File: src/rtl/uart_tx_pkg.sv
// rtl/uart_tx_pkg.sv - shared UART frame constants and FSM state type
package uart_tx_pkg;

    localparam int   DATA_BITS            = 8;
    localparam logic START_LEVEL          = 1'b0;
    localparam logic STOP_LEVEL           = 1'b1;
    localparam logic IDLE_LEVEL           = 1'b1;
    localparam int   DEFAULT_CLKS_PER_BIT = 10416;

    // Frame phases, common to the transmitter and the receiver
    typedef enum logic [1:0] {
        ST_IDLE  = 2'd0,
        ST_START = 2'd1,
        ST_DATA  = 2'd2,
        ST_STOP  = 2'd3
    } uart_state_t;

endpackage

File: src/rtl/uart_sync_fifo.sv
// rtl/uart_sync_fifo.sv - single-clock FIFO with combinational head read
module uart_sync_fifo #(
    parameter int WIDTH = 8,
    parameter int DEPTH = 4
) (
    input  logic                       clk,
    input  logic                       rst_n,
    input  logic                       push,
    input  logic                       pop,
    input  logic [WIDTH-1:0]           din,
    output logic [WIDTH-1:0]           dout,
    output logic                       full,
    output logic                       empty,
    output logic [$clog2(DEPTH):0]     count
);

    localparam int AW = $clog2(DEPTH);

    logic [WIDTH-1:0] r_mem [DEPTH];
    logic [AW-1:0]    r_wr_ptr;
    logic [AW-1:0]    r_rd_ptr;
    logic [AW:0]      r_count;
    logic             w_do_push;
    logic             w_do_pop;

    // A push into a full FIFO is dropped even when a pop frees a slot on the same edge
    assign w_do_push = push && !full;
    assign w_do_pop  = pop && !empty;

    assign full  = (r_count == (AW+1)'(DEPTH));
    assign empty = (r_count == '0);
    assign count = r_count;
    assign dout  = r_mem[r_rd_ptr];

    // Storage write; contents need no reset because count gates every read
    always_ff @(posedge clk) begin
        if (w_do_push) begin
            r_mem[r_wr_ptr] <= din;
        end
    end

    // Pointers wrap naturally at DEPTH (power of two); count tracks occupancy
    always_ff @(posedge clk or negedge rst_n) begin
        if (!rst_n) begin
            r_wr_ptr <= '0;
            r_rd_ptr <= '0;
            r_count  <= '0;
        end else begin
            if (w_do_push) begin
                r_wr_ptr <= r_wr_ptr + AW'(1);
            end
            if (w_do_pop) begin
                r_rd_ptr <= r_rd_ptr + AW'(1);
            end
            case ({w_do_push, w_do_pop})
                2'b10:   r_count <= r_count + (AW+1)'(1);
                2'b01:   r_count <= r_count - (AW+1)'(1);
                default: r_count <= r_count;
            endcase
        end
    end

endmodule

File: src/rtl/uart_tx.sv
// rtl/uart_tx.sv - buffered 8N1 UART transmitter
module uart_tx
    import uart_tx_pkg::*;
#(
    parameter int CLKS_PER_BIT = DEFAULT_CLKS_PER_BIT,
    parameter int FIFO_DEPTH   = 4
) (
    input  logic                          clk,
    input  logic                          rst_n,
    input  logic [7:0]                    tx_data,
    input  logic                          tx_valid,
    output logic                          tx_ready,
    output logic                          tx,
    output logic                          busy,
    output logic [$clog2(FIFO_DEPTH):0]   fifo_count
);

    localparam int CNT_W = $clog2(CLKS_PER_BIT);
    localparam logic [CNT_W-1:0] LAST_CNT = CNT_W'(CLKS_PER_BIT - 1);
    localparam logic [2:0]       LAST_IDX = 3'(DATA_BITS - 1);

    uart_state_t r_state;
    uart_state_t w_state_next;

    logic [CNT_W-1:0] r_bit_cnt;
    logic [CNT_W-1:0] w_bit_cnt_next;
    logic [2:0]       r_bit_idx;
    logic [2:0]       w_bit_idx_next;
    logic [7:0]       r_shift;
    logic [7:0]       w_shift_next;
    logic             r_tx;
    logic             w_tx_next;

    logic             w_push;
    logic             w_pop;
    logic             w_bit_done;
    logic             w_fifo_full;
    logic             w_fifo_empty;
    logic [7:0]       w_fifo_dout;

    assign w_push     = tx_valid && !w_fifo_full;
    assign w_bit_done = (r_bit_cnt == LAST_CNT);

    assign tx_ready = !w_fifo_full;
    assign tx       = r_tx;
    assign busy     = (r_state != ST_IDLE);

    uart_sync_fifo #(
        .WIDTH (8),
        .DEPTH (FIFO_DEPTH)
    ) u_fifo (
        .clk   (clk),
        .rst_n (rst_n),
        .push  (w_push),
        .pop   (w_pop),
        .din   (tx_data),
        .dout  (w_fifo_dout),
        .full  (w_fifo_full),
        .empty (w_fifo_empty),
        .count (fifo_count)
    );

    // State register
    always_ff @(posedge clk or negedge rst_n) begin
        if (!rst_n) begin
            r_state <= ST_IDLE;
        end else begin
            r_state <= w_state_next;
        end
    end

    // Next-state: each phase advances when its bit period expires
    always_comb begin
        w_state_next = r_state;
        case (r_state)
            ST_IDLE:  if (!w_fifo_empty) w_state_next = ST_START;
            ST_START: if (w_bit_done) w_state_next = ST_DATA;
            ST_DATA:  if (w_bit_done && (r_bit_idx == LAST_IDX)) w_state_next = ST_STOP;
            ST_STOP:  if (w_bit_done) w_state_next = w_fifo_empty ? ST_IDLE : ST_START;
            default:  w_state_next = ST_IDLE;
        endcase
    end

    // Outputs: pop strobe and next values of counter, index, shifter and line
    always_comb begin
        w_pop          = 1'b0;
        w_bit_cnt_next = r_bit_cnt + CNT_W'(1);
        w_bit_idx_next = r_bit_idx;
        w_shift_next   = r_shift;
        w_tx_next      = r_tx;
        case (r_state)
            ST_IDLE: begin
                w_bit_cnt_next = '0;
                if (!w_fifo_empty) begin
                    w_pop        = 1'b1;
                    w_shift_next = w_fifo_dout;
                    w_tx_next    = START_LEVEL;
                end else begin
                    w_tx_next    = IDLE_LEVEL;
                end
            end
            ST_START: begin
                if (w_bit_done) begin
                    w_bit_cnt_next = '0;
                    w_bit_idx_next = '0;
                    w_tx_next      = r_shift[0];
                end
            end
            ST_DATA: begin
                if (w_bit_done) begin
                    w_bit_cnt_next = '0;
                    if (r_bit_idx == LAST_IDX) begin
                        w_tx_next      = STOP_LEVEL;
                    end else begin
                        w_shift_next   = {1'b0, r_shift[7:1]};
                        w_tx_next      = r_shift[1];
                        w_bit_idx_next = r_bit_idx + 3'd1;
                    end
                end
            end
            ST_STOP: begin
                if (w_bit_done) begin
                    w_bit_cnt_next = '0;
                    // Chain straight into the next start bit when a byte is waiting
                    if (!w_fifo_empty) begin
                        w_pop        = 1'b1;
                        w_shift_next = w_fifo_dout;
                        w_tx_next    = START_LEVEL;
                    end else begin
                        w_tx_next    = IDLE_LEVEL;
                    end
                end
            end
            default: begin
                w_bit_cnt_next = '0;
                w_tx_next      = IDLE_LEVEL;
            end
        endcase
    end

    // Datapath registers; the line is forced idle-high asynchronously on reset
    always_ff @(posedge clk or negedge rst_n) begin
        if (!rst_n) begin
            r_bit_cnt <= '0;
            r_bit_idx <= '0;
            r_shift   <= '0;
            r_tx      <= IDLE_LEVEL;
        end else begin
            r_bit_cnt <= w_bit_cnt_next;
            r_bit_idx <= w_bit_idx_next;
            r_shift   <= w_shift_next;
            r_tx      <= w_tx_next;
        end
    end

endmodule

File: config.mk
export PLATFORM = sky130hd
export DESIGN_NAME = uart_tx
export DESIGN_NICKNAME = d
export VERILOG_FILES = /design/src/rtl/uart_tx_pkg.sv /design/src/rtl/uart_sync_fifo.sv /design/src/rtl/uart_tx.sv
export SDC_FILE = /design/constraint.sdc
export NUM_CORES = 1
export LEC_CHECK = 0
export ABC_AREA = 0
export CORE_MARGIN = 2
export CORE_UTILIZATION = 64
export CTS_CLUSTER_DIAMETER = 40
export DETAILED_ROUTE_END_ITERATION = 6
export PLACE_DENSITY_LB_ADDON = 0.15
export SYNTH_ARGS = -nofsm -noshare
export SYNTH_HDL_FRONTEND = slang
export SYNTH_SLANG_ARGS = --single-unit
File: constraint.sdc
create_clock -name clk -period 5.94 [get_ports clk]
set_input_delay 1.188 -clock clk [delete_from_list [all_inputs] [get_ports clk]]
set_output_delay 1.188 -clock clk [all_outputs]
set_load 0.005 [all_outputs]
Word-level counts from Yosys, hierarchy flattened

Memories as Yosys holds them, arrays and structs flattened.
Cells that the tools add are included.

Reduce and logical (&&, ||, !) cells: 17
Muxes and demuxes: 29
Add/sub/neg operators: 6
Eq/ne operators: 14

Operators with widths:

| cell                                                 | number |
|---|---|
| two-way mux 8 bit                                    | 4 |
| one-hot mux 14 bit (2 select lines)                  | 1 |
| one-hot mux 8 bit (3 select lines)                   | 1 |
| adder 14 x 1 -> 14 bit (second input constant)       | 1 |
| equality test 14 bit (second input constant)         | 1 |
| two-way mux 14 bit                                   | 1 |
| != test 2 bit (second input constant)                | 6 |
| one-hot mux 3 bit (2 select lines)                   | 2 |
| AND reduction 4 bit                                  | 3 |
| two-way mux 1 bit                                    | 10 |
| two-way mux 3 bit                                    | 3 |
| two-way mux 2 bit                                    | 4 |
| one-hot mux 2 bit (4 select lines)                   | 1 |
| adder 3 x 1 -> 3 bit (second input constant)         | 2 |
| equality test 2 bit (second input constant)          | 3 |
| equality test 3 bit (second input constant)          | 2 |
| nonzero test 2 bit                                   | 3 |
| adder 2 x 1 -> 2 bit (second input constant)         | 2 |
| equality test 2 x 1 -> 1 bit (second input constant) | 2 |
| logical AND 1 bit                                    | 4 |
| one-hot mux 1 bit (4 select lines)                   | 1 |
| logical NOT 3 bit                                    | 1 |
| AND reduction 3 bit                                  | 1 |
| nonzero test 3 bit                                   | 1 |
| 5 further kinds                                      | 6 |

Logic and storage cells: 75
Memories kept: 1
Register bits after elaboration: 35
Input port bits: 11
RAM bits: 32

Memory list:

| name         | depth | width | rd ports | clocked after Yosys merged registers in | wr ports | line                 | text |
|---|---|---|---|---|---|---|---|
| u_fifo.r_mem | 4     | 8     | 1        | 0                                       | 1        | uart_sync_fifo.sv:19 | `logic [WIDTH-1:0] r_mem [DEPTH];` |

Depth between registers and ports, before layout

Depth after elaboration: 7
Gate-level depth with buffers: 12

Modules after synthesis

From an unflattened synthesis, not the netlist that was laid out.

Cells, all modules: 229
Area total of the unflattened synthesis: 3169.3 um2

Modules (own cells, without submodules):

| module         | cells an instance | sequential area each (um2) | area each (um2) | times used |
|---|---|---|---|---|
| uart_sync_fifo | 79                | 1136.1                     | 1592.8          | 1 |
| uart_tx        | 150               | 701.9                      | 1576.5          | 1 |

Worst setup path after synthesis

No wires, ideal clock.

Kind: input port to flip-flop
Start: input tx_valid
End: register u_fifo.r_count[2] (netlist: u_fifo.count[2])
Data arrival time: 2.347 ns
Stages: 8
Required time: 5.861 ns
Slack: 3.513 ns
Buffers on the path: 0
Library setup time: 0.079 ns
Cells stage by stage: and2_1 -> inv_1 -> ha_1 -> inv_1 -> fa_1 -> xor2_1 -> nor2_1 -> xor2_1

Longest elaborated chain between the ends: 4
Elaborated cells between the ends (all ways): 6
Classes of those cells: 2 x eq/ne; 1 x mux; 3 x reduce/logical

Ends and longest elaborated chain:

| what                                                                     | line                 | text |
|---|---|---|
| start: declaration                                                       | uart_tx.sv:11        | `input logic tx_valid,` |
| logical AND 1 bit *                                                      | uart_tx.sv:41        | `assign w_push = tx_valid && !w_fifo_full;` |
| logical AND 1 bit *                                                      | uart_sync_fifo.sv:27 | `assign w_do_push = push && !full;` |
| equality test 2 x 1 -> 1 bit or equality test 2 bit (tied branches)      | uart_sync_fifo.sv:55 | `case ({w_do_push, w_do_pop})` |
| one-hot mux 3 bit (2 select lines) or nonzero test 2 bit (tied branches) | --                   |  |
| end signal: assignment                                                   | uart_sync_fifo.sv:56 | `2'b10: r_count <= r_count + (AW+1)'(1);` |
| end signal: assignment                                                   | uart_sync_fifo.sv:57 | `2'b01: r_count <= r_count - (AW+1)'(1);` |
| end signal: assignment                                                   | uart_sync_fifo.sv:58 | `default: r_count <= r_count;` |
| end: declaration                                                         | uart_sync_fifo.sv:22 | `logic [AW:0] r_count;` |

Mark *: on every way between the ends. The rest lies on a longest branch, timed or not.
A chain may end at the register's enable or synchronous reset.

Final worst setup path

Start: register r_state[0]
End: output busy

Longest elaborated chain between the ends: 1

Ends and longest elaborated chain:

| what                     | line          | text |
|---|---|---|
| start: declaration       | uart_tx.sv:22 | `uart_state_t r_state;` |
| start signal: assignment | uart_tx.sv:68 | `r_state <= w_state_next;` |
| nonzero test 2 bit       | uart_tx.sv:46 | `assign busy = (r_state != ST_IDLE);` |
| end: declaration         | uart_tx.sv:14 | `output logic busy,` |

No other way between the ends.

==> metrics.txt <==
Max rail drop VDD between 0.2 and 0.25 mV; # fillers roughly 300; wire length of the first global-routing pass slightly below 9000 µm; Hold EP r_bit_cnt[0]; Max-cap violations 0; initial drt markers between 100 and 150; Port Buf Inserts 16; CTS tree done; die area 5580 µm²; final critical-path share of the clock period between 50 and 60%; final net count between 200 and 300; die height 74.7 µm; Leak approximately 0.0014 µW; register area 1840 µm²; slowest cell on the critical path clkdlybuf4s50_1; synthesized instance count between 200 and 250; fin cells around 330; Sinks on Clock Net 67; CTS Hold Bufs 0; Routability Congestion 0.835; final WL between 5000 and 6000 µm; Seq/Total Area, Yosys roughly 57%; status completed; final core utilization approximately 75%; CP Cell Sequence inv_1 > ha_1 > inv_1 > clkdlybuf4s50_1; share of cells above drive strength 1 between 15 and 20%; final hold vios 0; Slew Limit Fails 0; Worst setup SP type flip-flop; largest fanout on the critical path 7; flop-to-flop setup slack approximately 3.2 ns; hold_sp r_bit_cnt[0]; Max Root-Sink Buffers 2; clock slew at reported path FFs 0.07 ns; WS Path Type reg2out; die width around 75 µm; final setup fails 0; vias in the first global route approximately 1.9k; Worst Tran Pin Value roughly 0.65 ns; Worst path most repeated cell inv_1; Data arrival, critical path about 1.8 ns; clk root buf clkbuf_8; prevailing post-synth register cell dfrtp_1; Starting Density 66.9%; most area-consuming cells after synthesis edfxtp_1, dfrtp_1, mux4_2, ha_1, mux2_2; Setup WS pre-CTS approximately 2.9 ns; area share of the largest cell type after synthesis 30.0%; worst path required time approximately 4.8 ns; unrepaired setup endpoints after global routing no; # rows 25; First-pass DRT Iterations 4; Core Footprint between 4000 and 5000 µm²; warning count from the yosys run 0; relative slew slack a little under three fifths; hold path depth 1; hold slack 0.512 ns; Clock Skew approximately 0.006 ns; post-cts sizing count 0; r2r endpoint u_fifo.count[2]; layout overhead on the synthesized area 12.3%; EDFF count, synth 32; Synth area leader edfxtp_1; syn avg cell area 13.4 µm²; Peak Freq 335 MHz; FF-to-FF Start r_bit_cnt[0]; Synth cell types between 40 and 50; total number of vias roughly 1.9k; IO Count 17; placed wire-length estimate 3750 µm; TNS Setup 0 ns; n_diodes 0; grt total ovfl 0; drt drc 0; area of the multi-input gates around 1300 µm²; wire per inst 15.9 µm; remaining antenna violation count 0; HP Class reg2reg; post-CTS setup buffer count 0; Worst setup EP type output pin; Syn Std Cell Area around 3200 µm²; GRT Resource Usage Total 22.1%; FF+latch count, synth 67; FF-to-FF path depth 11; initial antenna violation count 0; TritonCTS buffer count 9; fin crit period about 3.0 ns; Vias/cell ~5.6; Final Worst Setup Slack approximately 3.0 ns; clk_lat worst skew roughly 0.34 ns; H-tree levels 3; Syn Nets between 200 and 300; slowest stage delay, CP about 0.50 ns; asr flop ratio synth between 50% and 60%; largest net degree at the start of global routing 36; Cells after DPL between 300 and 400; PwrDens 309 nW/µm²
-- metrics by stage --
| stage | instance area [µm²] | total power [µW] |
|---|---|---|
| floorplan | 3200 | 685 |
| global placement | 3410 | 754 |
| detailed placement | 3410 | 765 |
| CTS | 3600 | 1120 |
| global route | 3600 | 1160 |
| finish | 3600 | 1110 |
-- per-layer routing --
layer  GRT usage, %  vias to the layer above  routed length (µm)
met5              0                        -                   0
met4           9.92                        0                 109
met3           6.16                       13                 193
met2           35.3                       29                2570
met1           28.4                      922                2370
li1               -                      904                   -
-- worst max path at each step --
stage,from,slack (ns),to
3_5_place_dp,tx_valid,2.95,u_fifo.count[2]
4_1_cts,r_state[0],2.95,busy
2_1_floorplan,tx_valid,3.51,u_fifo.count[2]
5_1_grt,r_state[0],2.86,busy
6_report,r_state[0],2.96,busy
3_3_place_gp,tx_valid,3.01,u_fifo.count[2]
-- critical path, delay by kind of cell, from the launching register on --
family / cells / cell delay [ns]
buffers and inverters: 3 / 0.73
DFF: 1 / 0.42
adders and majority gates: 1 / 0.30
-- registers in the layout (all words and copies together), names as in the netlist --
signal           count
r_bit_cnt           14
r_bit_idx            3
r_shift              8
r_state              2
tx                   1
u_fifo.count         3
u_fifo.r_mem        32
u_fifo.r_rd_ptr      2
u_fifo.r_wr_ptr      2
-- power breakdown --
part	total (µW)	leakage (µW)	internal, µW	switching [µW]
combinational	169	0.000632	82.3	87.0
sequential	584	0.000728	554	29.4
clock	360	0.0000893	192	167
total	1110	0.00145	829	284
-- synth_stat cells (2+ instances only) --
cell type  instances
and4_1             2
clkbuf_1           3
xor2_1             3
dfrtp_1           34
nand4_1            6
o21ai_1            4
buf_2              2
mux2_4             3
and3_1             4
nor4_1             4
edfxtp_1          32
nor3_1             5
nor2_1            21
ha_1              12
mux4_2             8
and2_1             2
nand3_1            6
mux2_2            12
mux2i_1            5
nand2_1            9
a21oi_1            4
a22o_1             3
inv_1             17
xnor2_1           15
-- final cells by class --
type / count / share of cell area [%]
Sequential cell: 67 / 51.1
Multi-Input combinational cell: 147 / 34.9
Timing Repair Buffer: 17 / 4.66
Clock buffer: 11 / 3.65
Tap cell: 67 / 2.33
Inverter: 17 / 1.77
Clock inverter: 5 / 1.53
-- logic make-up (layout without fill, tap and decap cells) --
logic type      Yosys count  after routing  share of synthesized area (%)
compound gates           19             19                           4.22
flops                    67             67                           57.4
xor+xnor                 18             18                           4.92
mux                      29             29                           13.2
simple gates             68             68                           11.6
fa+ha+maj                13             13                           5.31
buf+inv                  25             50                           3.36
-- placed cells by master, fill, tap and decap left out, types with 3 or more instances in the layout --
master and count:
clkdlybuf4s50_1 16, xor2_1 3, dfrtp_1 34, mux2_4 3
nand3_1 6, ha_1 12, nor2_1 21, a22o_1 3
inv_1 17, nand4_1 6, mux2i_1 5, nor3_1 5
o21ai_1 4, a21oi_1 4, nand2_1 9, edfxtp_1 32
clkbuf_8 9, mux4_2 8, nor4_1 4, and3_1 4
mux2_2 12, xnor2_1 15
Power figures use the tool's default switching activity.
